## config.mk

```make
export PLATFORM = sky130hd
export DESIGN_NAME = muldiv_unit_flat
export DESIGN_NICKNAME = d
export VERILOG_FILES = /design/src/rtl/muldiv_pkg.sv /design/src/rtl/muldiv_if.sv /design/src/rtl/muldiv_step.sv /design/src/rtl/muldiv_unit.sv /design/src/flat_wrapper.sv
export SDC_FILE = /design/constraint.sdc
export NUM_CORES = 1
export LEC_CHECK = 0
export CORE_MARGIN = 3
export CORE_UTILIZATION = 40
export DETAILED_ROUTE_END_ITERATION = 6
export PLACE_DENSITY = 0.6
export SLEW_MARGIN = 20
export SYNTH_ARGS = -nofsm -noshare
export SYNTH_HDL_FRONTEND = slang
export SYNTH_SLANG_ARGS = --single-unit
```

## constraint.sdc

```tcl
create_clock -name clk -period 9.4 [get_ports clk]
set_clock_uncertainty 0.2 [all_clocks]
set_input_delay 1.88 -clock clk [delete_from_list [all_inputs] [get_ports clk]]
set_output_delay 1.88 -clock clk [all_outputs]
set_load 0.1 [all_outputs]
```

## src/rtl/muldiv_pkg.sv

```systemverilog
// muldiv_pkg
// Shared definitions for the iterative multiply/divide unit: default operand
// width, op code constants and the FSM state encoding.
package muldiv_pkg;

    localparam int MULDIV_WIDTH = 32;

    localparam logic [2:0] OP_MULT  = 3'b000;
    localparam logic [2:0] OP_MULTU = 3'b001;
    localparam logic [2:0] OP_DIV   = 3'b010;
    localparam logic [2:0] OP_DIVU  = 3'b011;
    localparam logic [2:0] OP_MTHI  = 3'b100;
    localparam logic [2:0] OP_MTLO  = 3'b101;

    typedef enum logic [1:0] {
        ST_IDLE   = 2'd0,
        ST_CALC   = 2'd1,
        ST_FINISH = 2'd2
    } muldiv_state_e;

endpackage

```

## src/rtl/muldiv_if.sv

```systemverilog
// muldiv_if
// Request/response bundle between the pipeline and muldiv_unit.
//   start, op, a, b           : request from the pipeline (master -> slave)
//   busy, done, div_by_zero   : status back to the pipeline
//   hi, lo                    : architectural HI/LO register contents
interface muldiv_if
    import muldiv_pkg::*;
#(
    parameter int WIDTH = MULDIV_WIDTH
);
    logic             start;
    logic [2:0]       op;
    logic [WIDTH-1:0] a;
    logic [WIDTH-1:0] b;
    logic             busy;
    logic             done;
    logic             div_by_zero;
    logic [WIDTH-1:0] hi;
    logic [WIDTH-1:0] lo;

    modport master (
        output start, op, a, b,
        input  busy, done, div_by_zero, hi, lo
    );

    modport slave (
        input  start, op, a, b,
        output busy, done, div_by_zero, hi, lo
    );
endinterface

```

## src/rtl/muldiv_step.sv

```systemverilog
// muldiv_step
// One radix-2 iteration of the multiply/divide engine, purely combinational.
//   acc_i    : multiply -> {partial product, remaining multiplier bits}
//              divide   -> {partial remainder, remaining dividend / quotient bits}
//   opnd_i   : multiplicand (multiply) or divisor (divide)
//   is_div_i : selects the restoring-divide step instead of shift-add
//   acc_o    : accumulator after this iteration
module muldiv_step
    import muldiv_pkg::*;
#(
    parameter int WIDTH = MULDIV_WIDTH
) (
    input  logic [2*WIDTH-1:0] acc_i,
    input  logic [WIDTH-1:0]   opnd_i,
    input  logic               is_div_i,
    output logic [2*WIDTH-1:0] acc_o
);

    logic [WIDTH:0] sum;
    logic [WIDTH:0] trial;
    logic           ge;

    // Shift-add: the multiplier LSB sits at acc_i[0]; the carry out of the
    // upper-half add re-enters as the new MSB while everything shifts right.
    // Restoring divide: the WIDTH+1-bit trial remainder takes the next dividend
    // bit; the subtraction is kept only if it does not go negative. Since the
    // true difference is always below the divisor, a WIDTH-bit subtract suffices.
    always_comb begin
        sum   = {1'b0, acc_i[2*WIDTH-1:WIDTH]} + {1'b0, opnd_i};
        trial = {acc_i[2*WIDTH-1:WIDTH], acc_i[WIDTH-1]};
        ge    = (trial >= {1'b0, opnd_i});
        if (is_div_i) begin
            acc_o = {(ge ? (trial[WIDTH-1:0] - opnd_i) : trial[WIDTH-1:0]),
                     acc_i[WIDTH-2:0], ge};
        end else if (acc_i[0]) begin
            acc_o = {sum, acc_i[WIDTH-1:1]};
        end else begin
            acc_o = {1'b0, acc_i[2*WIDTH-1:1]};
        end
    end

endmodule

```

## src/rtl/muldiv_unit.sv

```systemverilog
// muldiv_unit
// Iterative MULT/MULTU/DIV/DIVU unit owning the HI/LO registers. Operands are
// reduced to magnitudes, processed one bit per clock by muldiv_step, then
// sign-corrected and written to HI/LO with a one-cycle done pulse.
//   clk, rst_n : clock, asynchronous active-low reset
//   bus        : muldiv_if.slave (start/op/a/b in, busy/done/div_by_zero/hi/lo out)
// Optional feature macro: MULDIV_MTHILO_EN enables MTHI/MTLO direct writes;
// without it op 100/101 are ignored like the reserved codes.
module muldiv_unit
    import muldiv_pkg::*;
#(
    parameter int WIDTH = MULDIV_WIDTH
) (
    input logic     clk,
    input logic     rst_n,
    muldiv_if.slave bus
);

    localparam int CNT_W = $clog2(WIDTH);

    muldiv_state_e      state_q, state_d;
    logic [CNT_W-1:0]   cnt_q, cnt_d;
    logic [2*WIDTH-1:0] acc_q, acc_d;
    logic [WIDTH-1:0]   opnd_q, opnd_d;
    logic               is_div_q, is_div_d;
    logic               res_neg_q, res_neg_d;
    logic               rem_neg_q, rem_neg_d;
    logic               dbz_q, dbz_d;
    logic               hold_q, hold_d;
    logic [WIDTH-1:0]   hi_q, hi_d;
    logic [WIDTH-1:0]   lo_q, lo_d;
    logic               busy_q, busy_d;
    logic               done_q, done_d;
    logic               dbz_out_q, dbz_out_d;
`ifdef MULDIV_MTHILO_EN
    logic               mt_done_q, mt_done_d;
`endif

    logic               is_mul_op, is_div_op, signed_op;
    logic               a_neg, b_neg;
    logic [WIDTH-1:0]   a_abs, b_abs;
    logic [2*WIDTH-1:0] step_acc;
    logic [2*WIDTH-1:0] prod_fix;
    logic [WIDTH-1:0]   quo_fix, rem_fix;

    muldiv_step #(.WIDTH(WIDTH)) u_step (
        .acc_i    (acc_q),
        .opnd_i   (opnd_q),
        .is_div_i (is_div_q),
        .acc_o    (step_acc)
    );

    // Operand decode and magnitude extraction for the signed ops. The most
    // negative value maps to itself, which reads correctly as an unsigned
    // magnitude of 2^(WIDTH-1).
    always_comb begin
        is_mul_op = (bus.op == OP_MULT) || (bus.op == OP_MULTU);
        is_div_op = (bus.op == OP_DIV)  || (bus.op == OP_DIVU);
        signed_op = (bus.op == OP_MULT) || (bus.op == OP_DIV);
        a_neg     = signed_op & bus.a[WIDTH-1];
        b_neg     = signed_op & bus.b[WIDTH-1];
        a_abs     = a_neg ? -bus.a : bus.a;
        b_abs     = b_neg ? -bus.b : bus.b;
        prod_fix  = res_neg_q ? -acc_q : acc_q;
        quo_fix   = res_neg_q ? -acc_q[WIDTH-1:0] : acc_q[WIDTH-1:0];
        rem_fix   = rem_neg_q ? -acc_q[2*WIDTH-1:WIDTH] : acc_q[2*WIDTH-1:WIDTH];
    end

    // Next-state logic for the FSM, iteration counter, HI/LO and outputs.
    // A divide by zero jumps straight to FINISH with the final HI/LO already
    // placed in the accumulator; hold_q keeps it there one extra cycle so its
    // done lands two edges after acceptance.
    always_comb begin
        state_d   = state_q;
        cnt_d     = cnt_q;
        acc_d     = acc_q;
        opnd_d    = opnd_q;
        is_div_d  = is_div_q;
        res_neg_d = res_neg_q;
        rem_neg_d = rem_neg_q;
        dbz_d     = dbz_q;
        hold_d    = hold_q;
        hi_d      = hi_q;
        lo_d      = lo_q;
        busy_d    = busy_q;
        dbz_out_d = 1'b0;
`ifdef MULDIV_MTHILO_EN
        mt_done_d = 1'b0;
        done_d    = mt_done_q;
`else
        done_d    = 1'b0;
`endif
        case (state_q)
            ST_IDLE: begin
                if (bus.start && (is_mul_op || is_div_op)) begin
                    cnt_d     = '0;
                    busy_d    = 1'b1;
                    is_div_d  = is_div_op;
                    res_neg_d = a_neg ^ b_neg;
                    rem_neg_d = a_neg;
                    if (is_div_op && (bus.b == '0)) begin
                        acc_d   = {bus.a, {WIDTH{1'b1}}};
                        dbz_d   = 1'b1;
                        hold_d  = 1'b1;
                        state_d = ST_FINISH;
                    end else begin
                        acc_d   = is_div_op ? {{WIDTH{1'b0}}, a_abs} : {{WIDTH{1'b0}}, b_abs};
                        opnd_d  = is_div_op ? b_abs : a_abs;
                        dbz_d   = 1'b0;
                        hold_d  = 1'b0;
                        state_d = ST_CALC;
                    end
                end
`ifdef MULDIV_MTHILO_EN
                else if (bus.start && (bus.op == OP_MTHI)) begin
                    hi_d      = bus.a;
                    mt_done_d = 1'b1;
                end else if (bus.start && (bus.op == OP_MTLO)) begin
                    lo_d      = bus.a;
                    mt_done_d = 1'b1;
                end
`endif
            end
            ST_CALC: begin
                acc_d = step_acc;
                cnt_d = cnt_q + 1'b1;
                if (cnt_q == CNT_W'(WIDTH - 1)) begin
                    state_d = ST_FINISH;
                end
            end
            ST_FINISH: begin
                if (hold_q) begin
                    hold_d = 1'b0;
                end else begin
                    if (dbz_q) begin
                        hi_d = acc_q[2*WIDTH-1:WIDTH];
                        lo_d = acc_q[WIDTH-1:0];
                    end else if (is_div_q) begin
                        hi_d = rem_fix;
                        lo_d = quo_fix;
                    end else begin
                        hi_d = prod_fix[2*WIDTH-1:WIDTH];
                        lo_d = prod_fix[WIDTH-1:0];
                    end
                    done_d    = 1'b1;
                    dbz_out_d = dbz_q;
                    busy_d    = 1'b0;
                    state_d   = ST_IDLE;
                end
            end
            default: begin
                state_d = ST_IDLE;
                busy_d  = 1'b0;
            end
        endcase
    end

    // State registers; reset aborts any operation in flight.
    always_ff @(posedge clk or negedge rst_n) begin
        if (!rst_n) begin
            state_q   <= ST_IDLE;
            cnt_q     <= '0;
            acc_q     <= '0;
            opnd_q    <= '0;
            is_div_q  <= 1'b0;
            res_neg_q <= 1'b0;
            rem_neg_q <= 1'b0;
            dbz_q     <= 1'b0;
            hold_q    <= 1'b0;
            hi_q      <= '0;
            lo_q      <= '0;
            busy_q    <= 1'b0;
            done_q    <= 1'b0;
            dbz_out_q <= 1'b0;
`ifdef MULDIV_MTHILO_EN
            mt_done_q <= 1'b0;
`endif
        end else begin
            state_q   <= state_d;
            cnt_q     <= cnt_d;
            acc_q     <= acc_d;
            opnd_q    <= opnd_d;
            is_div_q  <= is_div_d;
            res_neg_q <= res_neg_d;
            rem_neg_q <= rem_neg_d;
            dbz_q     <= dbz_d;
            hold_q    <= hold_d;
            hi_q      <= hi_d;
            lo_q      <= lo_d;
            busy_q    <= busy_d;
            done_q    <= done_d;
            dbz_out_q <= dbz_out_d;
`ifdef MULDIV_MTHILO_EN
            mt_done_q <= mt_done_d;
`endif
        end
    end

    assign bus.busy        = busy_q;
    assign bus.done        = done_q;
    assign bus.div_by_zero = dbz_out_q;
    assign bus.hi          = hi_q;
    assign bus.lo          = lo_q;

endmodule

```

## src/flat_wrapper.sv

```systemverilog
// flat-port wrapper written by rule: the top's interface ports become plain ports
module muldiv_unit_flat import muldiv_pkg::*;
#(
    parameter int WIDTH = MULDIV_WIDTH
)
  (clk, rst_n, bus_start, bus_op, bus_a, bus_b, bus_busy, bus_done, bus_div_by_zero, bus_hi, bus_lo);
  muldiv_if #(.WIDTH(WIDTH)) bus_i ();
  input logic clk;
  input logic rst_n;
  input wire logic [$bits(bus_i.start)-1:0] bus_start;
  input wire logic [$bits(bus_i.op)-1:0] bus_op;
  input wire logic [$bits(bus_i.a)-1:0] bus_a;
  input wire logic [$bits(bus_i.b)-1:0] bus_b;
  output wire logic [$bits(bus_i.busy)-1:0] bus_busy;
  output wire logic [$bits(bus_i.done)-1:0] bus_done;
  output wire logic [$bits(bus_i.div_by_zero)-1:0] bus_div_by_zero;
  output wire logic [$bits(bus_i.hi)-1:0] bus_hi;
  output wire logic [$bits(bus_i.lo)-1:0] bus_lo;
  assign bus_i.start = bus_start;
  assign bus_i.op = bus_op;
  assign bus_i.a = bus_a;
  assign bus_i.b = bus_b;
  assign bus_busy = bus_i.busy;
  assign bus_done = bus_i.done;
  assign bus_div_by_zero = bus_i.div_by_zero;
  assign bus_hi = bus_i.hi;
  assign bus_lo = bus_i.lo;
  muldiv_unit #(.WIDTH(WIDTH)) u_core (.clk(clk), .rst_n(rst_n), .bus(bus_i));
endmodule
```

==> flow_summary.toml <==
[timing]
fin_crit_ns = 4.87
finalSetupViolCount = 0
max_freq_mhz = 205
finalCritPeriodShare_pct = 51.9
max_slew.worst_pin.slew_ns = 1.06
slew_headroom_pct = 28.8
slew_violations = 0
finalHoldViolCount = 0
grt_setup_unrepaired = "no"
fin_tns_setup_ns = 0

[synth]
synth_top_area_share_pct = 28.3
synth_largest_area_cell = "dfrtp_1"
ys.flop_type = "dfrtp_1"
synth.distinct_cells = 84
async_flop_share_pct = 100
synth_enable_flop_cells = 0
syn_avg_cell_area_sq_um = 7.77
netlist_instances = 1990
synth-seq-cells = 175
yosys_warnings = 0
synthesis.nets = 2132
synth_top_cells_by_area = "dfrtp_1, a21oi_1, ha_1, xnor2_1, nand2_1"
syn_area_sq_um = 15500
ys_seq_area_share_pct = 28.3

[clocking]
cts.reportedPaths.clkPinSlew_ns = 0.07
cts_sinks = 175
cts_resized = 0
cts_root_buf = "clkbuf_16"
clockBufferDepth = 2
numCtsBuffers = 17
cts_tree = "built"
htree_levels = 4
post_cts_buffers = 0
cts_hold_buf = 0
clk_latency_ns = 0.47

[worst_setup_path]
cpMaxStageDelayCell = "clkdlybuf4s50_1"
cp_max_fo = 63
worstSetupStartpointType = "input port"
cp-end-kind = "flop"
required_ns = 9.57
critical_path_buf_inv_count = 4
slowest_delay_ns = 0.65
path_class = "in -> reg"
cp_num_cells = 10
worstPathCellList = "clkdlybuf4s50_1, nand2b_2, buf_4, or4_1, nor2_1, buf_4, nor2_4, buf_4, o211ai_1, o21ai_0"
r2r_cells = 10
cp.arrival_ns = 5.05
critical-path-top-delay-family = "buffers and inverters"
crit_top_cell = "buf_4"
r2r_slack_ns = 4.66

[floorplan]
core-area_sq_um = 37800
die_h_um = 203
fp.dieW_um = 203
io_pins = 137
dieArea_sq_um = 41000
rows = 71
initial_utilization_pct = 40.8

[detailed_routing]
vias = 15600
route.detailed.drc = 6
via_per_inst = 6.08
post_drt_wl_per_cell_um = 24.2
ant_nets = 0
drt_wl_total_mm = 62.0
dr.pass1.iters = 7
drt_first_iter_violations = 1297

[power_and_ir_drop]
vdd_drop_max_mv = 0.206
p_per_area_nw_per_um2 = 435
leakagePower_uw = 0.00704

[grt]
grt_max_degree = 95
grt_pass1_vias = 15100
grt_pass1_wl_mm = 93.3
antenna_found_initial = 4
track_usage_pct = 29.7
grt-ovfl-total = 0

[finish]
nFillCells = 3891
layout.nets = 2182
area_delta_synth_final_pct = 14.7
num_antenna_cells = 0
drive_gt1_share_pct = 5.31
post-route-util_pct = 46.8

[placement]
gp_congestion = 0.970
io_buffers = 136
dpl.hpwl_mm = 47.6

[status]
violations = "design-rule violations"
status = "complete, but fails checks"

[min_path]
hold_class = "reg -> reg"
holdPathStages = 1

[job]
drv_cap = 0
==> cell type report <==
cell class / count / area [sq um] / share of cell area [%]
clock buffers: 20 / 457 / 2.58
clock inverters: 12 / 101 / 0.572
inverters: 81 / 304 / 1.71
well taps: 511 / 639 / 3.61
repair buffers: 158 / 1530 / 8.62
flip-flops and latches: 175 / 4380 / 24.7
multi-input cells: 1607 / 10300 / 58.2
==> sequential cells by signal (all words and copies together) (netlist names), 2 cells and up <==
signal,cells
u_core.bus.hi,32
u_core.acc_q,64
u_core.bus.lo,32
u_core.opnd_q,32
u_core.cnt_q,5
u_core.state_q,2
==> stage by stage <==
| stage | cell area [sq um] | std cells | hold WS [ns] | worst slack (ns) | power [uW] |
|---|---|---|---|---|---|
| after floorplan | 15500 | 1990 | 0.249 | 5.29 | 5390 |
| after global placement | 17200 | 2532 | 0.261 | 4.10 | 6890 |
| after detailed placement | 17200 | 2532 | 0.267 | 4.00 | 6910 |
| after CTS | 17700 | 2564 | 0.284 | 4.49 | 7640 |
| after global routing | 17700 | 2564 | 0.302 | 4.27 | 8270 |
| final | 17700 | 2564 | 0.285 | 4.53 | 7710 |
==> placed cells by master, fill, tap and decap left out, types with 11 or more instances in the layout <==
master and n:
a211oi_1 31, a21o_1 27, a21oi_1 219, a221oi_1 19, a31oi_1 24, and3_1 12
buf_4 22, clkbuf_16 17, clkdlybuf4s50_1 135, dfrtp_1 174, ha_1 70, inv_1 79
mux2_2 11, mux2i_1 64, nand2_1 203, nand2b_1 11, nand3_1 51, nand4_1 16
nor2_1 192, nor2b_1 16, nor3_1 65, nor4_1 13, o211ai_1 30, o21ai_0 145
o21bai_1 22, o31ai_1 23, or3_1 17, xnor2_1 96, xor2_1 71
==> worst reg2reg max path, stage by stage (launching register included) <==
cell and delay (ns):
dfrtp_1 0.61, ha_1 0.63, nand4_1 0.23, a2111oi_0 0.62, nand4b_1 0.28, nand2_1 0.17
o21ai_4 0.73, buf_4 0.47, mux2i_1 0.30, a211oi_1 0.11, a221o_1 0.29
==> metal layers <==
layer  track usage [%]  wire [um]
met5                 0         27
met4              11.7       2550
met3              6.93       4470
met2              48.0      28400
met1              38.6      26500
==> report_power, final <==
| part | switching, uW | internal (uW) | leakage [uW] | total, uW |
|---|---|---|---|---|
| sequential | 676 | 1050 | 0.00206 | 1730 |
| combinational | 3250 | 2010 | 0.00471 | 5260 |
| clock | 360 | 360 | 0.000269 | 720 |
| total | 4290 | 3420 | 0.00704 | 7710 |
==> synthesized netlist by cell type, types with 18 or more instances <==
cell	instances
mux2i_1	64
dfrtp_1	175
xor2_1	71
a21oi_1	219
clkbuf_1	109
nand2_1	203
o31ai_1	23
inv_1	79
a221oi_1	19
nor3_1	66
nor2b_1	18
nor2_1	195
o21bai_1	22
o21ai_0	145
o211ai_1	30
nand3_1	51
a211oi_1	31
xnor2_1	96
ha_1	70
a31oi_1	24
a21o_1	27
==> path summary, 6_finish.rpt <==
path	start	to
min in group asynchronous	rst_n	u_core.bus.hi[25]
hold reg to reg	u_core.dbz_q	u_core.dbz_q
hold / removal	u_core.dbz_q	u_core.dbz_q
max in group asynchronous	rst_n	u_core.cnt_q[4]
setup / recovery	bus_op[2]	u_core.opnd_q[28]
setup reg to reg	u_core.acc_q[47]	u_core.acc_q[33]
==> cells by family (layout without fill, tap and decap cells) <==
group	after synthesis	after routing	share of synthesized area, %
simple gates	653	653	20.1
compound gates	640	640	26.0
buf+inv	208	271	5.30
flops	175	175	28.3
xor+xnor	167	167	9.46
mux	75	75	4.95
fa+ha+maj	72	72	5.93
No activity file was read; power rests on OpenSTA's default activity.
==> RTL edit (config.mk and constraints unchanged) <==
Re-encode `muldiv_state_e` (3 states) as one-hot, 3 bits wide.
--- a/src/rtl/muldiv_pkg.sv
+++ b/src/rtl/muldiv_pkg.sv
@@ -14,6 +14,6 @@
 
-    typedef enum logic [1:0] {
-        ST_IDLE   = 2'd0,
-        ST_CALC   = 2'd1,
-        ST_FINISH = 2'd2
+    typedef enum logic [2:0] {
+        ST_IDLE   = 3'b001,
+        ST_CALC   = 3'b010,
+        ST_FINISH = 3'b100
     } muldiv_state_e;
Behaviour: no difference found for any inputs over 4 cycles, from zero or initial values and one cycle with rst_n low; so few cycles prove little.
==> RTL edit against the unedited design <==
  * Area after synthesis is 0.96% lower
  * Sequential cell count is 1 higher
  * Critical path depth is 1 higher
  * Final area is 0.89% lower
  * Wire length is 4.8% lower
  * Hold slack worse by 0.0075 ns
  * Critical path type unchanged
  * Largest cell class unchanged
  * Non-clock buffer count is 1 lower
  * Worst setup slack worse by 0.14 ns
  * Register-to-register slack better by 0.51 ns
  * Sequential share of layout area is 0.37 points higher
Power is not compared: it rests on default switching activity, and its combinational part moved more than twofold at a synthesized area within 25%.
==> RTL edit: results (changes against the unedited design) <==
Synthesis:
- The net count after synthesis is 2105 (-1.3%).
- The number of instances in the synthesized netlist was 1963 (-1.4%).
- The synthesized-area fraction occupied by ao, oa, aoi and oai cells is 0.275 (+0.0155).
- Counting instances in the post-synthesis netlist gives the leading cell types as sky130_fd_sc_hd__nand2_1 (235), sky130_fd_sc_hd__o21ai_0 (204), sky130_fd_sc_hd__dfrtp_1 (175).
- In the post-synthesis netlist, the biggest area contributors are sky130_fd_sc_hd__dfrtp_1 (29%), sky130_fd_sc_hd__o21ai_0 (6.7%), sky130_fd_sc_hd__nand2_1 (5.8%).
- The adder and majority gate portion of the synthesized area is 0.0598 (+0.000572).
- The mux share of post-synthesis cell area is 0.0380 (-0.0115).

Place:
- The placed standard-cell area came to 0.0170 mm² (-1.1%).
- The number of cells in the design after placement came to 2499 (-1.3%).

Layout:
- The count of buffers not belonging to the clock network in the layout is 157 (-0.63%).
- The area of all placed cells without fillers is 0.0176 mm² (-0.89%).
- The non-clock buffer area fraction after layout was 0.0865 (+0.000345).
- The area taken by multi-input logic gates is 0.0102 mm² (-1.4%).
- The net count of the finished layout came to 2149 (-1.5%).
- The count of clock-net buffers in the final layout is 18 (-10%).

Global routing:
- The pin count of the biggest net entering global routing was 107 (+13%).
- The total routing resource utilization after global routing is 0.286 (-0.0111).

Drt:
- The number of iterations in the first detailed-routing pass is 5 (-2).
- The average wire per cell in the routed design is 23.3 µm (-3.6%).
- The number of vias per cell after detailed routing is 6.11 (+0.50%).

STA:
- The slew at the pin with the worst max-slew slack is 1.02 ns (-0.0469 ns).
- The final critical-path share of the clock period came to 0.533 (+0.0145).

Worst setup path:
- Broken down by cell family, the worst path's largest delay share belongs to simple AND/OR/NAND/NOR gates.
- The arrival time at the worst endpoint was 5.22 ns (+0.17 ns).

Status:
- The run finished with clean final reports.
==> RTL edit: changes by cell type in the layout (fill, tap and decap cells not counted), moves of 9 or more <==
cell                       before  now
sky130_fd_sc_hd__o21ai_0      145  204
sky130_fd_sc_hd__a21oi_1      219  163
sky130_fd_sc_hd__nand2_1      203  234
sky130_fd_sc_hd__nor2_1       192  163
sky130_fd_sc_hd__mux2i_1       64   48
sky130_fd_sc_hd__nand3_1       51   35
sky130_fd_sc_hd__o21bai_1      22    6
sky130_fd_sc_hd__inv_1         79   64
sky130_fd_sc_hd__o22ai_1        3   18
sky130_fd_sc_hd__xor2_1        71   86
sky130_fd_sc_hd__xnor2_1       96   83
sky130_fd_sc_hd__or3_1         17    6
sky130_fd_sc_hd__a222oi_1      10    1
==> RTL edit: worst paths after layout <==
check,from,end
max,bus_b[6],u_core.acc_q[63]$_DFFE_PN0P_
min,u_core.bus.hi[2]$_DFFE_PN0P_,u_core.bus.hi[2]$_DFFE_PN0P_
max reg2reg,u_core.acc_q[39]$_DFFE_PN0P_,u_core.acc_q[43]$_DFFE_PN0P_
min reg2reg,u_core.bus.hi[2]$_DFFE_PN0P_,u_core.bus.hi[2]$_DFFE_PN0P_
max in group asynchronous,rst_n,u_core.acc_q[61]$_DFFE_PN0P_
min in group asynchronous,rst_n,u_core.bus.lo[21]$_DFFE_PN0P_
==> RTL edit: where the power goes <==
part,internal [µW],leakage (µW),switching (µW)
sequential,878,0.00230,350
combinational,850,0.00469,1310
clock,380,0.000276,353
total,2110,0.00726,2010
==> RTL edit: layer usage <==
layer	wire [µm]	GRT usage	vias up
met1	25700	0.385	7547
met5	0	0	-
met2	26600	0.451	565
li1	-	-	7230
met3	3770	0.0459	119
met4	2870	0.136	0
